==> config.mk <==
export PLATFORM = sky130hd
export DESIGN_NAME = cnu_minsum_serial_flat
export DESIGN_NICKNAME = d
export VERILOG_FILES = /design/src/rtl/cnu_minsum_serial_if.sv /design/src/rtl/cnu_minsum_serial.sv /design/src/flat_wrapper.sv
export SDC_FILE = /design/constraint.sdc
export NUM_CORES = 1
export LEC_CHECK = 0
export CAP_MARGIN = 0
export CORE_ASPECT_RATIO = 0.75
export CORE_UTILIZATION = 45
export DETAILED_ROUTE_END_ITERATION = 10
export DONT_BUFFER_PORTS = 1
export PLACE_DENSITY = 0.57
export SETUP_SLACK_MARGIN = 0.3
export SLEW_MARGIN = 25
export SYNTH_ARGS = -nofsm -noshare
export SYNTH_HDL_FRONTEND = slang
export SYNTH_SLANG_ARGS = --single-unit
==> constraint.sdc <==
create_clock -name clk -period 3.19 [get_ports clk]
set_input_delay 0.1595 -clock clk [delete_from_list [all_inputs] [get_ports clk]]
set_output_delay 0.1595 -clock clk [all_outputs]
set_load 0.05 [all_outputs]
==> src/rtl/cnu_minsum_serial_if.sv <==
// Message handshake bundle for the serial min-sum check node unit.
// Both directions use valid/ready: a transfer happens on a rising edge where valid and ready are both high.
interface cnu_minsum_serial_if #(
   parameter int DATA_WIDTH = 6
);
   logic                  in_valid;
   logic                  in_ready;
   logic [DATA_WIDTH:0]   in_data;
   logic                  out_valid;
   logic                  out_ready;
   logic [DATA_WIDTH:0]   out_data;
   logic                  out_last;

   modport slave (
      input  in_valid, in_data, out_ready,
      output in_ready, out_valid, out_data, out_last
   );

   modport master (
      output in_valid, in_data, out_ready,
      input  in_ready, out_valid, out_data, out_last
   );
endinterface

==> src/rtl/cnu_minsum_serial.sv <==
// Serial min-sum check node: collects one row of sign-magnitude messages, then emits DEGREE replies.
// Optional offset min-sum is enabled by defining CNU_OFFSET_MINSUM_EN.
module cnu_minsum_serial #(
   parameter int DATA_WIDTH = 6,
   parameter int DEGREE     = 6,
   parameter int IDX_WIDTH  = 3,
   parameter int OFFSET     = 1
) (
   input  logic                    clk,
   input  logic                    rst,
   cnu_minsum_serial_if.slave      bus,
   output logic                    busy,
   output logic                    dbg_state
);

   typedef enum logic {COLLECT = 1'b0, EMIT = 1'b1} state_t;

   localparam logic [IDX_WIDTH-1:0] LAST_IDX = IDX_WIDTH'(DEGREE - 1);

   state_t                 state_q, state_d;
   logic [IDX_WIDTH-1:0]   cnt_q, cnt_d;
   logic [DATA_WIDTH-1:0]  min1_q, min1_d;
   logic [DATA_WIDTH-1:0]  min2_q, min2_d;
   logic [IDX_WIDTH-1:0]   idx_q, idx_d;
   logic                   sprod_q, sprod_d;
   logic [DEGREE-1:0]      sign_q, sign_d;
   logic                   in_ready_q, in_ready_d;
   logic                   out_valid_q, out_valid_d;
   logic                   out_last_q, out_last_d;
   logic [DATA_WIDTH:0]    out_data_q, out_data_d;
   logic                   busy_q, busy_d;
   logic [DATA_WIDTH-1:0]  in_mag;
   logic                   in_hs, out_hs;

   // Reply for edge k: the row minimum excluding edge k, signed by the product of all other signs.
   function automatic logic [DATA_WIDTH:0] emit_msg(
      input logic [IDX_WIDTH-1:0]  k,
      input logic [DATA_WIDTH-1:0] m1,
      input logic [DATA_WIDTH-1:0] m2,
      input logic [IDX_WIDTH-1:0]  ix,
      input logic                  sp,
      input logic [DEGREE-1:0]     sg
   );
      logic [DATA_WIDTH-1:0] mag;
      logic                  sgn;
      mag = (k == ix) ? m2 : m1;
`ifdef CNU_OFFSET_MINSUM_EN
      mag = (mag > DATA_WIDTH'(OFFSET)) ? mag - DATA_WIDTH'(OFFSET) : '0;
`endif
      sgn = (mag == '0) ? 1'b0 : (sp ^ sg[k]);
      return {sgn, mag};
   endfunction

`ifndef CNU_OFFSET_MINSUM_EN
   logic unused_offset;
   assign unused_offset = ^32'(OFFSET);
`endif

   assign in_hs  = bus.in_valid & in_ready_q;
   assign out_hs = out_valid_q & bus.out_ready;
   assign in_mag = bus.in_data[DATA_WIDTH-1:0];

   always_comb begin
      state_d     = state_q;
      cnt_d       = cnt_q;
      min1_d      = min1_q;
      min2_d      = min2_q;
      idx_d       = idx_q;
      sprod_d     = sprod_q;
      sign_d      = sign_q;
      in_ready_d  = in_ready_q;
      out_valid_d = out_valid_q;
      out_last_d  = out_last_q;
      out_data_d  = out_data_q;
      busy_d      = busy_q;
      case (state_q)
         COLLECT: begin
            if (in_hs) begin
               sign_d[cnt_q] = bus.in_data[DATA_WIDTH];
               sprod_d       = sprod_q ^ bus.in_data[DATA_WIDTH];
               busy_d        = 1'b1;
               // Strict compares: on a tie the earlier edge keeps idx and the duplicate becomes min2.
               if (in_mag < min1_q) begin
                  min2_d = min1_q;
                  min1_d = in_mag;
                  idx_d  = cnt_q;
               end else if (in_mag < min2_q) begin
                  min2_d = in_mag;
               end
               if (cnt_q == LAST_IDX) begin
                  state_d     = EMIT;
                  cnt_d       = '0;
                  in_ready_d  = 1'b0;
                  out_valid_d = 1'b1;
                  out_last_d  = 1'b0;
                  out_data_d  = emit_msg('0, min1_d, min2_d, idx_d, sprod_d, sign_d);
               end else begin
                  cnt_d = cnt_q + IDX_WIDTH'(1);
               end
            end
         end
         EMIT: begin
            if (out_hs) begin
               if (cnt_q == LAST_IDX) begin
                  state_d     = COLLECT;
                  cnt_d       = '0;
                  in_ready_d  = 1'b1;
                  out_valid_d = 1'b0;
                  out_last_d  = 1'b0;
                  busy_d      = 1'b0;
                  min1_d      = '1;
                  min2_d      = '1;
                  idx_d       = '0;
                  sprod_d     = 1'b0;
               end else begin
                  cnt_d      = cnt_q + IDX_WIDTH'(1);
                  out_data_d = emit_msg(cnt_d, min1_q, min2_q, idx_q, sprod_q, sign_q);
                  out_last_d = (cnt_d == LAST_IDX);
               end
            end
         end
         default: state_d = COLLECT;
      endcase
   end

   always_ff @(posedge clk) begin
      if (rst) begin
         state_q     <= COLLECT;
         cnt_q       <= '0;
         min1_q      <= '1;
         min2_q      <= '1;
         idx_q       <= '0;
         sprod_q     <= 1'b0;
         sign_q      <= '0;
         in_ready_q  <= 1'b1;
         out_valid_q <= 1'b0;
         out_last_q  <= 1'b0;
         out_data_q  <= '0;
         busy_q      <= 1'b0;
      end else begin
         state_q     <= state_d;
         cnt_q       <= cnt_d;
         min1_q      <= min1_d;
         min2_q      <= min2_d;
         idx_q       <= idx_d;
         sprod_q     <= sprod_d;
         sign_q      <= sign_d;
         in_ready_q  <= in_ready_d;
         out_valid_q <= out_valid_d;
         out_last_q  <= out_last_d;
         out_data_q  <= out_data_d;
         busy_q      <= busy_d;
      end
   end

   assign bus.in_ready  = in_ready_q;
   assign bus.out_valid = out_valid_q;
   assign bus.out_data  = out_data_q;
   assign bus.out_last  = out_last_q;
   assign busy          = busy_q;
   assign dbg_state     = logic'(state_q);

endmodule

==> src/flat_wrapper.sv <==
// flat-port wrapper written by rule: the top's interface ports become plain ports
module cnu_minsum_serial_flat 
#(
   parameter int DATA_WIDTH = 6,
   parameter int DEGREE     = 6,
   parameter int IDX_WIDTH  = 3,
   parameter int OFFSET     = 1
)
  (clk, rst, busy, dbg_state, bus_in_valid, bus_in_data, bus_out_ready, bus_in_ready, bus_out_valid, bus_out_data, bus_out_last);
  cnu_minsum_serial_if #(.DATA_WIDTH(DATA_WIDTH)) bus_i ();
  input  logic clk;
  input  logic rst;
  output logic busy;
  output logic dbg_state;
  input wire logic [$bits(bus_i.in_valid)-1:0] bus_in_valid;
  input wire logic [$bits(bus_i.in_data)-1:0] bus_in_data;
  input wire logic [$bits(bus_i.out_ready)-1:0] bus_out_ready;
  output wire logic [$bits(bus_i.in_ready)-1:0] bus_in_ready;
  output wire logic [$bits(bus_i.out_valid)-1:0] bus_out_valid;
  output wire logic [$bits(bus_i.out_data)-1:0] bus_out_data;
  output wire logic [$bits(bus_i.out_last)-1:0] bus_out_last;
  assign bus_i.in_valid = bus_in_valid;
  assign bus_i.in_data = bus_in_data;
  assign bus_i.out_ready = bus_out_ready;
  assign bus_in_ready = bus_i.in_ready;
  assign bus_out_valid = bus_i.out_valid;
  assign bus_out_data = bus_i.out_data;
  assign bus_out_last = bus_i.out_last;
  cnu_minsum_serial #(.DATA_WIDTH(DATA_WIDTH), .DEGREE(DEGREE), .IDX_WIDTH(IDX_WIDTH), .OFFSET(OFFSET)) u_core (.clk(clk), .rst(rst), .bus(bus_i), .busy(busy), .dbg_state(dbg_state));
endmodule
==> impl_metrics.prom, run 1 <==
# TYPE chip_impl_metric gauge
chip_impl_metric{name="routed-via-count",unit=""} 2078
chip_impl_info{name="timing.hold.worst.class",value="in2reg"} 1
chip_impl_metric{name="place.detailed.hpwl",unit="µm"} 4377
chip_impl_metric{name="via_density_per_instance",unit=""} 5.601
chip_impl_info{name="cp_top_family",value="XOR/XNOR gates"} 1
chip_impl_metric{name="nets",unit=""} 323
chip_impl_info{name="endpoint_kind",value="flop"} 1
chip_impl_metric{name="tightestPinTransition",unit="ps"} 606.1
chip_impl_metric{name="slew-limit-headroom",unit="%"} 59.59
chip_impl_metric{name="finish.cell_count_without_fillers",unit=""} 371
chip_impl_metric{name="period_share",unit="%"} 79.96
chip_impl_metric{name="core.rowCount",unit=""} 22
chip_impl_metric{name="grt_pass1_vias",unit=""} 1900
chip_impl_metric{name="post_route_cells_drive_above_1_share",unit="%"} 7.358
chip_impl_info{name="cell_with_the_biggest_individual_delay_on_the_critical_path",value="sky130_fd_sc_hd__dfxtp_1"} 1
chip_impl_metric{name="synth.yosys.warnings",unit=""} 0
chip_impl_metric{name="timing.clock.skew",unit="ps"} 9.474
chip_impl_metric{name="synth-edff-count",unit=""} 0
chip_impl_metric{name="ff2ff_setup_slack",unit="ps"} 640
chip_impl_metric{name="arrival",unit="ps"} 2730
chip_impl_info{name="cp_startpoint",value="u_core.cnt_q[0]$_SDFFE_PP0P_"} 1
chip_impl_metric{name="p_sw_share",unit="%"} 29.21
chip_impl_metric{name="seq_power_share",unit="%"} 43.7
chip_impl_metric{name="drt_iter0_markers",unit=""} 171
chip_impl_metric{name="cts.clk_slew.worst_paths",unit="ps"} 80
chip_impl_metric{name="grt_start_max_net_pins",unit=""} 37
chip_impl_metric{name="cts-htree-levels",unit=""} 2
chip_impl_metric{name="ys_ff_latch",unit=""} 37
chip_impl_metric{name="ys_types",unit=""} 44
chip_impl_metric{name="globalRouteTotalUtil",unit="%"} 23.45
chip_impl_metric{name="avgRoutedWirePerCell",unit="µm"} 16.26
chip_impl_metric{name="worst_setup_margin",unit="ps"} 639.3
chip_impl_metric{name="report.final.hold_viol_count",unit=""} 0
chip_impl_info{name="ys_dominant_reg_cell",value="sky130_fd_sc_hd__dfxtp_1"} 1
chip_impl_metric{name="switching_power",unit="mW"} 0.3416
chip_impl_info{name="worst_setup_path_start_kind",value="flop"} 1
chip_impl_metric{name="syn2layout_area_growth",unit="%"} 7.880
chip_impl_info{name="path_cells",value="ha_1, xnor2_1, xor2_1, nand3_2, mux2_2, nand2_1, o21ai_0, mux2i_1, nor2_1"} 1
chip_impl_metric{name="synth_cells",unit=""} 303
chip_impl_metric{name="maxCapViolCount",unit=""} 0
chip_impl_metric{name="setup_viol_count_final",unit=""} 0
chip_impl_metric{name="p_leak",unit="nW"} 1.026
chip_impl_metric{name="critical_path_buf_inv_count",unit=""} 0
chip_impl_metric{name="synthesis.area",unit="mm²"} 0.002366
chip_impl_metric{name="numCtsBuffers",unit=""} 5
chip_impl_metric{name="crit_path_max_fanout",unit=""} 12
chip_impl_metric{name="share_of_synthesized_area_occupied_by_flip_flops_and_latches",unit="%"} 31.31
chip_impl_metric{name="max_stage_delay",unit="ps"} 480
chip_impl_metric{name="clock_sinks",unit=""} 37
chip_impl_info{name="critPathKind",value="reg2reg"} 1
chip_impl_metric{name="die_height",unit="µm"} 64.80
chip_impl_metric{name="register_area",unit="µm²"} 740.7
chip_impl_info{name="cts_tree",value="yes"} 1
chip_impl_metric{name="detail-route-antenna-nets",unit=""} 0
chip_impl_metric{name="cts.path.max_buffers",unit=""} 2
chip_impl_metric{name="max_freq",unit="GHz"} 0.3920
chip_impl_metric{name="start_util",unit="%"} 47.49
chip_impl_metric{name="global_route.overflow_total",unit=""} 0
chip_impl_info{name="critical_path.reg2reg.startpoint",value="u_core.cnt_q[0]$_SDFFE_PP0P_"} 1
chip_impl_metric{name="min_period",unit="ps"} 2551
chip_impl_metric{name="async_flop_share",unit="%"} 0
chip_impl_metric{name="preCtsSetupSlack",unit="ps"} 548.0
chip_impl_metric{name="tns",unit="ps"} 0
chip_impl_metric{name="pwr_density_cell",unit="mW/mm²"} 458.2
chip_impl_metric{name="worstSkewPairLatency",unit="ps"} 290
chip_impl_metric{name="multi_input_area",unit="mm²"} 0.001510
chip_impl_info{name="outcome",value="finished clean"} 1
chip_impl_metric{name="fill_cells",unit=""} 484
chip_impl_metric{name="die_area",unit="mm²"} 0.005555
chip_impl_metric{name="critical_path_required",unit="ps"} 3370
chip_impl_info{name="rsz0062_at_grt",value="false"} 1
chip_impl_metric{name="core-area",unit="mm²"} 0.004982
chip_impl_metric{name="drc",unit=""} 0
chip_impl_metric{name="antenna_violations_before_repair",unit=""} 0
chip_impl_metric{name="pwr-share-comb",unit="%"} 20.1
chip_impl_metric{name="grt_first_pass_wirelength",unit="µm"} 10040
chip_impl_metric{name="net_count_synth",unit=""} 328
chip_impl_metric{name="slew_viol_final",unit=""} 0
chip_impl_metric{name="die_w",unit="µm"} 85.73
chip_impl_metric{name="share_clk_of_total_power",unit="%"} 36.1
chip_impl_metric{name="max-vdd-ir-drop",unit="µV"} 288.8
chip_impl_metric{name="syn-mean-instance-area",unit="µm²"} 7.809
chip_impl_metric{name="power.internal",unit="mW"} 0.8280
chip_impl_metric{name="floorplan.io_pins",unit=""} 23
chip_impl_metric{name="detail_route.wirelength",unit="µm"} 6031
chip_impl_metric{name="finalWeightedCongestion",unit=""} 0.9129
chip_impl_metric{name="antenna_cells_inserted",unit=""} 0
chip_impl_metric{name="dpl.cell_count",unit=""} 362
chip_impl_metric{name="port_buffers",unit=""} 0
chip_impl_info{name="hp-start",value="bus_in_data[6]"} 1
chip_impl_info{name="clock-root-buffer",value="sky130_fd_sc_hd__clkbuf_8"} 1
chip_impl_metric{name="dr.pass1.iters",unit=""} 4
-- routing by layer --
metal,track usage [%],vias to the layer above,wire length [µm]
met2,30.30,68,2247
met1,37.84,933,3320
met3,5.350,2,438
met5,0,-,0
met4,5.000,0,25
li1,-,1075,-
-- path summary, 6_finish.rpt --
kind                                         endpoint  cells past startpoint
setup reg to reg  u_core.bus.out_data[0]$_SDFFE_PP0P_                      9
hold reg to reg         u_core.sign_q[1]$_SDFFE_PP0P_                      2
hold / removal          u_core.sign_q[0]$_SDFFE_PP0P_                      2
setup / recovery  u_core.bus.out_data[0]$_SDFFE_PP0P_                      9
-- repair_timing --
item                                    in CTS  in global routing
hold buffers                                 1                  0
buffers inserted                             0                  0
endpoints found under the hold margin       36                  0
endpoints found under the setup margin       0                  7
resized for setup                            0                  2
-- registers in the layout, indices dropped and copies added (netlist names) --
register,flops
u_core.bus.out_valid,1
u_core.min2_q,6
u_core.bus.in_ready,1
u_core.bus.out_data,7
u_core.idx_q,3
u_core.busy,1
u_core.cnt_q,3
u_core.dbg_state,1
u_core.sprod_q,1
u_core.sign_q,6
u_core.min1_q,6
u_core.bus.out_last,1
-- stage by stage --
step / area, µm² / hold WS [ps] / utilization, % / total power, mW
after floorplan: 2366 / 406.4 / - / 0.7022
after global placement: 2405 / 231.4 / 48.27 / 0.7412
after detailed placement: 2405 / 234.1 / 48.27 / 0.7426
after CTS: 2545 / 18.19 / 51.08 / 1.177
after global routing: 2552 / 37.35 / 51.23 / 1.238
final: 2552 / 22.15 / 51.23 / 1.170
-- power by group through the flow --
stage / combinational, mW / clock (mW) / sequential [mW]
after floorplan: 0.192 / 0 / 0.510
after global placement: 0.220 / 0 / 0.521
after detailed placement: 0.222 / 0 / 0.521
after CTS: 0.231 / 0.435 / 0.510
after global routing: 0.267 / 0.457 / 0.514
final: 0.235 / 0.422 / 0.512
-- cell usage in the layout (no fill, tap or decap), types with 3 or more instances in the layout --
cell / n
sky130_fd_sc_hd__a21oi_1: 28
sky130_fd_sc_hd__a22oi_1: 3
sky130_fd_sc_hd__a31oi_1: 4
sky130_fd_sc_hd__buf_4: 3
sky130_fd_sc_hd__clkbuf_8: 6
sky130_fd_sc_hd__dfxtp_1: 37
sky130_fd_sc_hd__ha_1: 14
sky130_fd_sc_hd__inv_1: 13
sky130_fd_sc_hd__mux2i_1: 17
sky130_fd_sc_hd__nand2_1: 25
sky130_fd_sc_hd__nand2b_1: 17
sky130_fd_sc_hd__nand3_1: 4
sky130_fd_sc_hd__nand4_1: 8
sky130_fd_sc_hd__nor2_1: 40
sky130_fd_sc_hd__nor3_1: 4
sky130_fd_sc_hd__o21ai_0: 17
sky130_fd_sc_hd__o221ai_1: 6
sky130_fd_sc_hd__o22ai_1: 12
sky130_fd_sc_hd__xnor2_1: 4
-- cells by family after synthesis --
group           count (synthesis)  share of synthesized area (%)
xor+xnor                        6                          2.221
buf+inv                        29                          5.183
fa+ha+maj                      14                          7.404
mux                            20                          9.095
flops                          37                          31.31
simple gates                  113                          23.43
compound gates                 84                          21.36
-- cell type report --
type                    instances  share of cell area, %
multi-input cells             237                  59.17
flip-flops and latches         37                  29.02
well taps                      72                  3.529
clock buffers                   6                  3.235
inverters                      13                  1.912
repair buffers                  4                  1.667
clock inverters                 2                  1.471
-- cells in the mapped netlist, types with 2 or more instances --
library cell / count / area, µm²
sky130_fd_sc_hd__nor2_1: 40 / 150.1
sky130_fd_sc_hd__dfxtp_1: 37 / 740.7
sky130_fd_sc_hd__a21oi_1: 28 / 140.1
sky130_fd_sc_hd__nand2_1: 25 / 93.84
sky130_fd_sc_hd__mux2i_1: 17 / 170.2
sky130_fd_sc_hd__nand2b_1: 17 / 106.4
sky130_fd_sc_hd__o21ai_0: 17 / 85.08
sky130_fd_sc_hd__ha_1: 14 / 175.2
sky130_fd_sc_hd__inv_1: 13 / 48.80
sky130_fd_sc_hd__o22ai_1: 12 / 75.07
sky130_fd_sc_hd__clkbuf_1: 10 / 37.54
sky130_fd_sc_hd__nand4_1: 8 / 50.05
sky130_fd_sc_hd__o221ai_1: 6 / 52.55
sky130_fd_sc_hd__a31oi_1: 5 / 31.28
sky130_fd_sc_hd__buf_2: 5 / 25.02
sky130_fd_sc_hd__nand3_1: 4 / 20.02
sky130_fd_sc_hd__nor3_1: 4 / 20.02
sky130_fd_sc_hd__xnor2_1: 4 / 35.03
sky130_fd_sc_hd__a21o_1: 3 / 22.52
sky130_fd_sc_hd__a22oi_1: 3 / 22.52
sky130_fd_sc_hd__mux2_2: 2 / 22.52
sky130_fd_sc_hd__nand3b_1: 2 / 15.01
sky130_fd_sc_hd__nor3_2: 2 / 20.02
sky130_fd_sc_hd__o211ai_1: 2 / 15.01
sky130_fd_sc_hd__o21a_1: 2 / 15.01
sky130_fd_sc_hd__or3_1: 2 / 12.51
sky130_fd_sc_hd__xor2_1: 2 / 17.52
Note: power is estimated with default switching activity, not from simulation.
==> run 2: changes to the inputs <==
--- a/config.mk
+++ b/config.mk
@@ -10,7 +10,7 @@
 export CORE_UTILIZATION = 45
 export DETAILED_ROUTE_END_ITERATION = 10
 export DONT_BUFFER_PORTS = 1
-export PLACE_DENSITY = 0.57
+export PLACE_DENSITY = 0.59
 export SETUP_SLACK_MARGIN = 0.3
 export SLEW_MARGIN = 25
 export SYNTH_ARGS = -nofsm -noshare
==> constraint.sdc (replaced) <==
create_clock -name clk -period 2.2 [get_ports clk]
set_input_delay 0.11 -clock clk [delete_from_list [all_inputs] [get_ports clk]]
set_output_delay 0.11 -clock clk [all_outputs]
set_load 0.05 [all_outputs]
==> impl_metrics.prom, run 2 (synthesized netlist as in run 1, its figures left out) <==
# TYPE chip_impl_metric gauge
chip_impl_info{name="timing.hold.worst.class",value="in2reg"} 1
chip_impl_metric{name="setup_viol_count_final",unit=""} 0
chip_impl_metric{name="max_stage_delay",unit="ps"} 340
chip_impl_metric{name="use_met1",unit="%"} 39.89
chip_impl_metric{name="max_freq",unit="GHz"} 0.4764
chip_impl_metric{name="grt_start_max_net_pins",unit=""} 38
chip_impl_metric{name="min_period",unit="ps"} 2099
chip_impl_metric{name="critical_path_required",unit="ps"} 2370
chip_impl_metric{name="core.rowCount",unit=""} 22
chip_impl_metric{name="maxCapViolCount",unit=""} 0
chip_impl_metric{name="slew-limit-headroom",unit="%"} 64.65
chip_impl_metric{name="detail-route-antenna-nets",unit=""} 0
chip_impl_metric{name="critical_path_buf_inv_count",unit=""} 1
chip_impl_metric{name="gr_layer_usage_met2",unit="%"} 33.40
chip_impl_metric{name="fill_cells",unit=""} 444
chip_impl_metric{name="grt.met3_usage",unit="%"} 5.223
chip_impl_metric{name="largest_register_ffs",unit=""} 7
chip_impl_metric{name="detail_route.wirelength",unit="µm"} 6708
chip_impl_metric{name="worst_setup_margin",unit="ps"} 100.8
chip_impl_metric{name="numCtsBuffers",unit=""} 5
chip_impl_metric{name="antenna_cells_inserted",unit=""} 0
chip_impl_info{name="cp_top_family",value="compound AO/OA/AOI/OAI gates"} 1
chip_impl_metric{name="die_height",unit="µm"} 64.80
chip_impl_metric{name="cts-htree-levels",unit=""} 2
chip_impl_metric{name="die_w",unit="µm"} 85.73
chip_impl_info{name="gr-max-usage-layer",value="met1"} 1
chip_impl_info{name="rsz0062_at_grt",value="true"} 1
chip_impl_info{name="whs_endpoint",value="u_core.sign_q[1]$_SDFFE_PP0P_"} 1
chip_impl_info{name="path_cells",value="inv_2, ha_4, a211o_1, a21oi_2, o21a_1, a31oi_4, o221ai_2, nand4_1, o21ai_1, a31oi_1"} 1
chip_impl_metric{name="die_area",unit="mm²"} 0.005555
chip_impl_metric{name="routed-via-count",unit=""} 2294
chip_impl_metric{name="port_buffers",unit=""} 0
chip_impl_info{name="most-common-layout-cells",value="38 x sky130_fd_sc_hd__nor2_1, 33 x sky130_fd_sc_hd__buf_4, 24 x sky130_fd_sc_hd__nand2_1, 23 x sky130_fd_sc_hd__a21oi_1, 23 x sky130_fd_sc_hd__dfxtp_1"} 1
chip_impl_metric{name="drt_iter0_markers",unit=""} 210
chip_impl_info{name="cell_with_the_biggest_individual_delay_on_the_critical_path",value="sky130_fd_sc_hd__dfxtp_2"} 1
chip_impl_metric{name="avgRoutedWirePerCell",unit="µm"} 16.52
chip_impl_metric{name="grt_first_pass_wirelength",unit="µm"} 10710
chip_impl_metric{name="start_util",unit="%"} 47.49
chip_impl_metric{name="via_density_per_instance",unit=""} 5.650
chip_impl_metric{name="grt_pass1_vias",unit=""} 2051
chip_impl_info{name="critPathKind",value="reg2reg"} 1
chip_impl_metric{name="cts.clk_slew.worst_paths",unit="ps"} 70
chip_impl_metric{name="arrival",unit="ps"} 2270
chip_impl_metric{name="timing.clock.skew",unit="ps"} 9.943
chip_impl_metric{name="ff2ff_setup_slack",unit="ps"} 100
chip_impl_metric{name="finalWeightedCongestion",unit=""} 0.8832
chip_impl_metric{name="max-vdd-ir-drop",unit="µV"} 400.0
chip_impl_metric{name="tns",unit="ps"} 0
chip_impl_metric{name="drc",unit=""} 0
chip_impl_metric{name="worstRegToRegCells",unit=""} 10
chip_impl_metric{name="global_route.overflow_total",unit=""} 0
chip_impl_metric{name="clock_sinks",unit=""} 37
chip_impl_info{name="clock-root-buffer",value="sky130_fd_sc_hd__clkbuf_8"} 1
chip_impl_metric{name="slew_viol_final",unit=""} 0
chip_impl_info{name="hp-start",value="bus_in_data[6]"} 1
chip_impl_metric{name="preCtsSetupSlack",unit="ps"} 55.22
chip_impl_metric{name="place.detailed.hpwl",unit="µm"} 4669
chip_impl_metric{name="pwr_density_cell",unit="mW/mm²"} 562.3
chip_impl_info{name="critical_path.reg2reg.startpoint",value="u_core.min2_q[3]$_SDFFE_PP1P_"} 1
chip_impl_metric{name="worstHoldPathCells",unit=""} 2
chip_impl_info{name="final_common_cell",value="sky130_fd_sc_hd__nor2_1"} 1
chip_impl_metric{name="worstSkewPairLatency",unit="ps"} 290
chip_impl_metric{name="report.final.hold_viol_count",unit=""} 0
chip_impl_info{name="endpoint_kind",value="flop"} 1
chip_impl_metric{name="core-area",unit="mm²"} 0.004982
chip_impl_metric{name="floorplan.io_pins",unit=""} 23
chip_impl_info{name="worst_setup_path_start_kind",value="flop"} 1
chip_impl_metric{name="antenna_violations_before_repair",unit=""} 0
chip_impl_info{name="worst_r2r_endpoint",value="u_core.bus.out_data[6]$_SDFFE_PP0P_"} 1
chip_impl_info{name="outcome",value="finished clean"} 1
chip_impl_metric{name="nets",unit=""} 358
chip_impl_metric{name="finalCoreUtilization",unit="%"} 63.41
chip_impl_metric{name="p_leak",unit="nW"} 1.194
chip_impl_metric{name="syn2layout_area_growth",unit="%"} 33.53
chip_impl_metric{name="globalRouteTotalUtil",unit="%"} 25.05
chip_impl_info{name="cts_tree",value="yes"} 1
chip_impl_metric{name="tightestPinTransition",unit="ps"} 529.5
chip_impl_metric{name="crit_path_max_fanout",unit=""} 6
chip_impl_metric{name="dr.pass1.iters",unit=""} 4
chip_impl_metric{name="cts.path.max_buffers",unit=""} 2
chip_impl_metric{name="post_route_cells_drive_above_1_share",unit="%"} 33.23
chip_impl_metric{name="period_share",unit="%"} 95.42
==> run 2: where the power goes <==
part / internal [mW] / switching, mW
clock network: 0.256 / 0.234
logic: 0.261 / 0.294
registers: 0.698 / 0.0323
total: 1.22 / 0.561
==> run 2: routing by layer <==
layer / share of wire (%) / vias to the layer above
met5: 0 / -
met4: 0.37 / 0
met3: 7.4 / 2
met2: 40 / 62
met1: 52 / 1079
li1: - / 1151
==> run 2: timing repair <==
item	4_1_cts	5_1_grt
cloned	1	1
setup buffers	7	5
hold buffers	2	0
resized for setup	18	35
setup endpoints to repair	22	23
pin swaps	8	13
endpoints found under the hold margin	37	0
==> run 2: area by class of cell <==
cell class | count | area (µm²) | share of cell area, %
repair buffers | 39 | 356.6 | 11.29
inverters | 13 | 48.80 | 1.545
well taps | 72 | 90.09 | 2.851
clock buffers | 8 | 90.09 | 2.851
multi-input cells | 237 | 1813 | 57.39
flip-flops and latches | 37 | 760.7 | 24.08
==> run 2: through the flow <==
step,power [mW],hold slack (ps),area [µm²],cells
2_1_floorplan,1.071,356.9,2515,303
3_3_place_gp,1.160,176.9,2693,382
3_5_place_dp,1.163,175.8,2693,382
4_1_cts,1.722,9.297,2958,400
5_1_grt,1.881,10.14,3159,406
6_report,1.776,7.206,3159,406
==> run 2: worst max path at each step <==
stage	startpoint	end	slack (ps)	cells past startpoint
after global routing	u_core.min2_q[3]$_SDFFE_PP1P_	u_core.bus.out_data[6]$_SDFFE_PP0P_	20	10
after detailed placement	u_core.min2_q[3]$_SDFFE_PP1P_	u_core.bus.out_data[6]$_SDFFE_PP0P_	60	10
after CTS	u_core.min2_q[3]$_SDFFE_PP1P_	u_core.bus.out_data[6]$_SDFFE_PP0P_	130	10
after global placement	u_core.min2_q[4]$_SDFFE_PP1P_	u_core.bus.out_data[6]$_SDFFE_PP0P_	80	10
final	u_core.min2_q[3]$_SDFFE_PP1P_	u_core.bus.out_data[6]$_SDFFE_PP0P_	100	10
after floorplan	u_core.min2_q[3]$_SDFFE_PP1P_	u_core.bus.out_data[6]$_SDFFE_PP0P_	190	10
